File: config.mk
export PLATFORM = sky130hd
export DESIGN_NAME = chan_mux_scan
export DESIGN_NICKNAME = d
export VERILOG_FILES = /design/src/rtl/chan_mux_pkg.sv /design/src/rtl/chan_next_enabled.sv /design/src/rtl/chan_mux_scan.sv
export SDC_FILE = /design/constraint.sdc
export NUM_CORES = 1
export LEC_CHECK = 0
export BUFFER_PORTS_ARGS = -buffer_cell sky130_fd_sc_hd__buf_2
export CAP_MARGIN = 20
export CORE_UTILIZATION = 40
export DETAILED_ROUTE_END_ITERATION = 8
export GPL_TIMING_DRIVEN = 0
export PLACE_DENSITY = 0.59
export SLEW_MARGIN = 20
export SYNTH_ARGS = -nofsm -noshare
export SYNTH_HDL_FRONTEND = slang
export SYNTH_SLANG_ARGS = --single-unit
File: constraint.sdc
create_clock -name iCLK -period 3.9 [get_ports iCLK]
set_clock_uncertainty 0.05 [all_clocks]
set_input_delay 0.195 -clock iCLK [delete_from_list [all_inputs] [get_ports iCLK]]
set_output_delay 0.195 -clock iCLK [all_outputs]
set_load 0.02 [all_outputs]
File: src/rtl/chan_mux_pkg.sv
// Shared definitions for the channel multiplexer/scanner.
package chan_mux_pkg;

  localparam int unsigned MODE_W = 2;

  typedef enum logic [MODE_W-1:0] {
    MODE_MANUAL = 2'b00,
    MODE_SCAN   = 2'b01,
    MODE_STEP   = 2'b10,
    MODE_HOLD   = 2'b11
  } mode_e;

endpackage

File: src/rtl/chan_next_enabled.sv
// Finds the next enabled channel after cur, wrapping, with cur itself examined last.
module chan_next_enabled #(
  parameter int unsigned CHANNELS = 4,
  localparam int unsigned SELW = $clog2(CHANNELS)
) (
  input  logic [SELW-1:0]     cur,
  input  logic [CHANNELS-1:0] mask,
  output logic [SELW-1:0]     nxt,
  output logic                any_en
);

  logic [CHANNELS-1:0] rot;
  logic [SELW-1:0]     off;

  // Rotate so that bit 0 is the channel right after cur, then pick the lowest set bit.
  always_comb begin
    rot = '0;
    off = '0;
    for (int i = 0; i < int'(CHANNELS); i++) begin
      rot[i] = mask[SELW'((32'(cur) + 32'(i) + 32'd1) % CHANNELS)];
    end
    for (int i = int'(CHANNELS) - 1; i >= 0; i--) begin
      if (rot[i]) off = SELW'(i);
    end
  end

  assign any_en = |mask;
  assign nxt    = any_en ? SELW'((32'(cur) + 32'(off) + 32'd1) % CHANNELS) : cur;

endmodule

File: src/rtl/chan_mux_scan.sv
// Registered N:1 channel selector with manual, timed auto-scan, single-step and hold modes.
module chan_mux_scan
  import chan_mux_pkg::*;
#(
  parameter int unsigned CHANNELS = 4,
  parameter int unsigned WIDTH    = 4,
  parameter int unsigned DWELL    = 50_000_000,
  localparam int unsigned SELW    = $clog2(CHANNELS)
) (
  input  logic                      iCLK,
  input  logic                      iRST,
  input  logic [CHANNELS*WIDTH-1:0] iDATA,
  input  logic [CHANNELS-1:0]       iMASK,
  input  logic [MODE_W-1:0]         iMODE,
  input  logic [SELW-1:0]           iSEL,
  input  logic                      iSTEP,
  output logic [WIDTH-1:0]          oDATA,
  output logic [SELW-1:0]           oSEL,
  output logic                      oSTROBE,
  output logic                      oNONE
);

  localparam int unsigned CNTW = (DWELL > 1) ? $clog2(DWELL) : 1;

  mode_e           mode;
  mode_e           mode_q;
  logic            mode_chg;
  logic            step_q;
  logic [CNTW-1:0] cnt;
  logic [CNTW-1:0] cnt_eff;
  logic [CNTW-1:0] cnt_next;
  logic [SELW-1:0] nxt_sel;
  logic [SELW-1:0] next_sel;
  logic            any_en;

  assign mode     = mode_e'(iMODE);
  assign mode_chg = (mode != mode_q);

  chan_next_enabled #(
    .CHANNELS (CHANNELS)
  ) u_next (
    .cur    (oSEL),
    .mask   (iMASK),
    .nxt    (nxt_sel),
    .any_en (any_en)
  );

  // Next index and dwell counter; a mode change makes this edge count as dwell cycle 0.
  always_comb begin
    next_sel = oSEL;
    cnt_eff  = mode_chg ? '0 : cnt;
    cnt_next = cnt;
    case (mode)
      MODE_MANUAL: begin
        cnt_next = '0;
        if (32'(iSEL) < CHANNELS) next_sel = iSEL;
      end
      MODE_SCAN: begin
        if (!iMASK[oSEL] || (cnt_eff == CNTW'(DWELL - 1))) begin
          next_sel = nxt_sel;
          cnt_next = '0;
        end else begin
          cnt_next = cnt_eff + 1'b1;
        end
      end
      MODE_STEP: begin
        cnt_next = '0;
        if (iSTEP && !step_q) next_sel = nxt_sel;
      end
      default: begin
        // hold: selection and counter frozen
        cnt_next = cnt_eff;
      end
    endcase
  end

  always_ff @(posedge iCLK or posedge iRST) begin
    if (iRST) begin
      mode_q  <= MODE_MANUAL;
      step_q  <= 1'b0;
      cnt     <= '0;
      oSEL    <= '0;
      oDATA   <= '0;
      oSTROBE <= 1'b0;
      oNONE   <= 1'b0;
    end else begin
      mode_q  <= mode;
      step_q  <= iSTEP;
      cnt     <= cnt_next;
      oSEL    <= next_sel;
      oSTROBE <= (next_sel != oSEL);
      oNONE   <= !any_en && ((mode == MODE_SCAN) || (mode == MODE_STEP));
      if (mode != MODE_HOLD) oDATA <= iDATA[int'(next_sel)*WIDTH +: WIDTH];
    end
  end

endmodule

==> run summary <==
Synth Area in Compound Gates -> 0.1654
Pin slew with the least headroom to its limit -> 0.8194 ns
Post-Route WL -> 6.253 mm
Xor-xnor portion of the synthesized cell area -> 0.03337
Commonest non-fill, non-tap cell in the layout -> nand2_1
Drc violations -> 0
Leakage -> 1.289 nW
Seq/Total Area, Yosys -> 0.3527
Main combinational cell family by area after synthesis -> simple AND/OR/NAND/NOR gates
Die area -> 6891 sq um
Seq pwr share -> 0.383
Clock-pin slew on the worst setup and hold paths -> 0.08 ns
H-tree depth -> 2
Clk root buf -> clkbuf_8
Drt wl/cell -> 14.37 microns
Vias in the first global route -> 2307
Synthesized cell area -> 2625 sq um
Met1 capacity usage during global routing -> 0.2660
TNS Setup -> 0 ns
Most common cell on crit path -> nor3_1
Comb power frac -> 0.378
Via count -> 2414
Warnings, synthesis -> 0
Post-synthesis adder-cell area fraction -> 0.03337
CTS Sinks -> 37
Status -> finished clean
N_diodes -> 0
Worst path cell trace -> inv_2, nand2_1, a21oi_1, nor2_1, a211o_1, o21ai_0, ha_1, or3b_2, a32o_1, nor3_1, o32ai_4, buf_4, mux2_4, nor3_1, a221oi_2
Final Max Tran Viols -> 0
# IOs -> 35
Skew-Pair Late Insertion Delay -> 0.29 ns
Most crowded layer after global routing -> met2
Sw Share -> 0.3531
DR vias/cell -> 5.549
Worst VDD drop -> 214.5 uV
EDFF count, synth -> 0
Mux share of post-synthesis cell area -> 0.05910
Die X -> 83.01 microns
#FFs+latches synth -> 37
Area occupied by multi-input gates -> 1583 sq um
Synth cell types -> 60
CP bufs+invs -> 2
Slew HR -> 0.4517
Fmax -> 277.2 MHz
Initial antenna violation count -> 0
Routed Antenna Nets -> 0
Critical Path AT -> 3.72 ns
Grt met3 use -> 0.03280
Synthesis-to-layout area growth -> 16.11%
Worst setup EP type -> register
Net Switching -> 392.6 uW
Synth Area in Simple Gates -> 0.3117
Hold Fails Final Rpt -> 0
Syn_nets -> 346
Crit-path max FO -> 10
Die H -> 83.01 microns
Top_reg_cell synth -> dfrtp_1
Share of cells above drive strength 1 -> 0.2123
Critical path class -> register to register
CTS Buf Count -> 5
Internal power -> 719.1 uW
Pwr per Cell Area -> 364.7 nW/um^2
Crit start category -> register
Clock share of power -> 0.239
NumNets Final -> 391
RSZ-0062 raised after global routing -> no
Largest net degree at the start of global routing -> 23
Clock buffer depth -> 2
Final Core Density -> 0.4800
Final period utilization -> 0.9249
Buffers on Ports -> 33
Period minus WS final -> 3.607 ns
CP Data Required Time -> 4.02 ns
First-pass GRT wire length -> 11.03 mm
GR Util met2 -> 0.3212
Async SR Flop Fraction -> 1.000
Most frequent cells in the layout -> 49 x nand2_1, 37 x dfrtp_1, 36 x nor2_1
Floorplan Core Area -> 6350 sq um
CP max stage cell -> dfrtp_1
Placer Congestion -> 0.8553
Hold crit path type -> primary input to register
CP delay by family, top -> simple AND/OR/NAND/NOR gates
DRT Pass-1 Iters -> 4
Initial Utilization -> 0.4134
Gr usage total -> 0.1941
DP Wirelength -> 4.650 mm
Iter 0 DRT Violations -> 136
GRT overflow -> 0
Synthesized instance count -> 312
CTS tree -> built
Max incr delay on CP -> 0.49 ns
Reg area -> 925.9 sq um
# Max-Cap Violations -> 0
Rows -> 29
Final setup violation count -> 0
Avg Inst Size Synth -> 8.414 sq um
Fill cells -> 621
## synthesized netlist by cell type, drive strengths merged, types with 2 or more instances
cell | count | share of area
nand2 | 49 | 0.070
dfrtp | 37 | 0.35
nor2 | 36 | 0.051
a21oi | 17 | 0.032
o21ai | 17 | 0.032
nand3 | 15 | 0.029
nor3 | 13 | 0.025
inv | 10 | 0.014
xnor2 | 9 | 0.030
and3 | 8 | 0.020
clkbuf | 8 | 0.015
mux2 | 8 | 0.040
ha | 7 | 0.033
nand2b | 6 | 0.014
nand4 | 6 | 0.014
or3 | 6 | 0.015
a221oi | 5 | 0.026
mux2i | 5 | 0.019
nor4 | 5 | 0.020
buf | 4 | 0.012
and2 | 3 | 0.0072
o32ai | 3 | 0.017
a211o | 2 | 0.0072
a22o | 2 | 0.0072
clkinv | 2 | 0.0029
nor2b | 2 | 0.0048
o21a | 2 | 0.0057
o21bai | 2 | 0.0057
o22ai | 2 | 0.0048
o311ai | 2 | 0.0067
or2 | 2 | 0.0048
or4 | 2 | 0.0057
or4b | 2 | 0.010
## routing by layer
layer  wire [microns]  share of wire  up-vias
met4               53         0.0085        0
met3              258          0.041        5
met5                0              0        -
met1             3091           0.49     1148
met2             2851           0.46       54
li1                 -              -     1207
## metrics by stage
step                      hold WS, ns  worst slack [ns]  total power, mW  cells  area (sq um)
after global routing          0.03911           0.02002            1.184    435          3048
after floorplan                0.1764            0.3097           0.7305    312          2625
after detailed placement       0.1512           0.06783           0.8317    423          2914
after CTS                     0.03781           0.04213            1.103    433          3017
after global placement         0.2719           0.04919           0.8256    422          2887
final                         0.04469            0.2928            1.112    435          3048
## power groups by stage
stage	combinational, mW	sequential, mW	clock (mW)
floorplan	0.273	0.457	0
global placement	0.398	0.428	0
detailed placement	0.404	0.428	0
CTS	0.407	0.420	0.276
global route	0.464	0.430	0.290
finish	0.420	0.425	0.266
## kinds of logic after synthesis
| family | after synthesis |
|---|---|
| multiplexers | 13 |
| AND/OR/NAND/NOR | 161 |
| flip-flops | 37 |
| XOR/XNOR | 10 |
| buffers and inverters | 24 |
| AO/OA/AOI/OAI | 60 |
| adder cells (fa/ha/maj) | 7 |
## state kept, by name (all words and copies together) (netlist names)
register  count
step_q        1
cnt          26
oSEL          2
oNONE         1
mode_q        2
oSTROBE       1
oDATA         4
## worst register-to-register path, delay by kind of cell, from the launching register on
family          cells  cell delay [ns]
simple gates        5             1.06
buf+inv             2             0.38
flops               1             0.49
compound gates      6             1.01
fa+ha+maj           1             0.21
mux                 1             0.29
## repair_timing
action	4_1_cts	5_1_grt
setup buffers	0	3
hold endpoints to repair	16	0
setup endpoints to repair	0	4
hold buffers	2	0
resized for setup	0	1
## final timing paths
| check | startpoint | end | slack [ns] | cells past startpoint |
|---|---|---|---|---|
| min | iMODE[1] | mode_q[1] | 0.04 | 1 |
| min reg2reg | oDATA[0] | oDATA[0] | 0.47 | 2 |
| max reg2reg | oSEL[1] | oDATA[3] | 0.29 | 15 |
| max in group asynchronous | iRST | cnt[1] | 2.99 | 4 |
| max | oSEL[1] | oDATA[3] | 0.29 | 15 |
| min in group asynchronous | iRST | oDATA[0] | 0.38 | 3 |
## layout make-up
class | instances | share of cell area
Buffer | 11 | 0.02217
Clock buffer | 6 | 0.02381
Sequential cell | 37 | 0.3038
Multi-Input combinational cell | 251 | 0.5193
Clock inverter | 2 | 0.003284
Timing Repair Buffer | 39 | 0.08128
Tap cell | 77 | 0.03161
Inverter | 12 | 0.01478
Note: power is estimated with default switching activity, not from simulation.
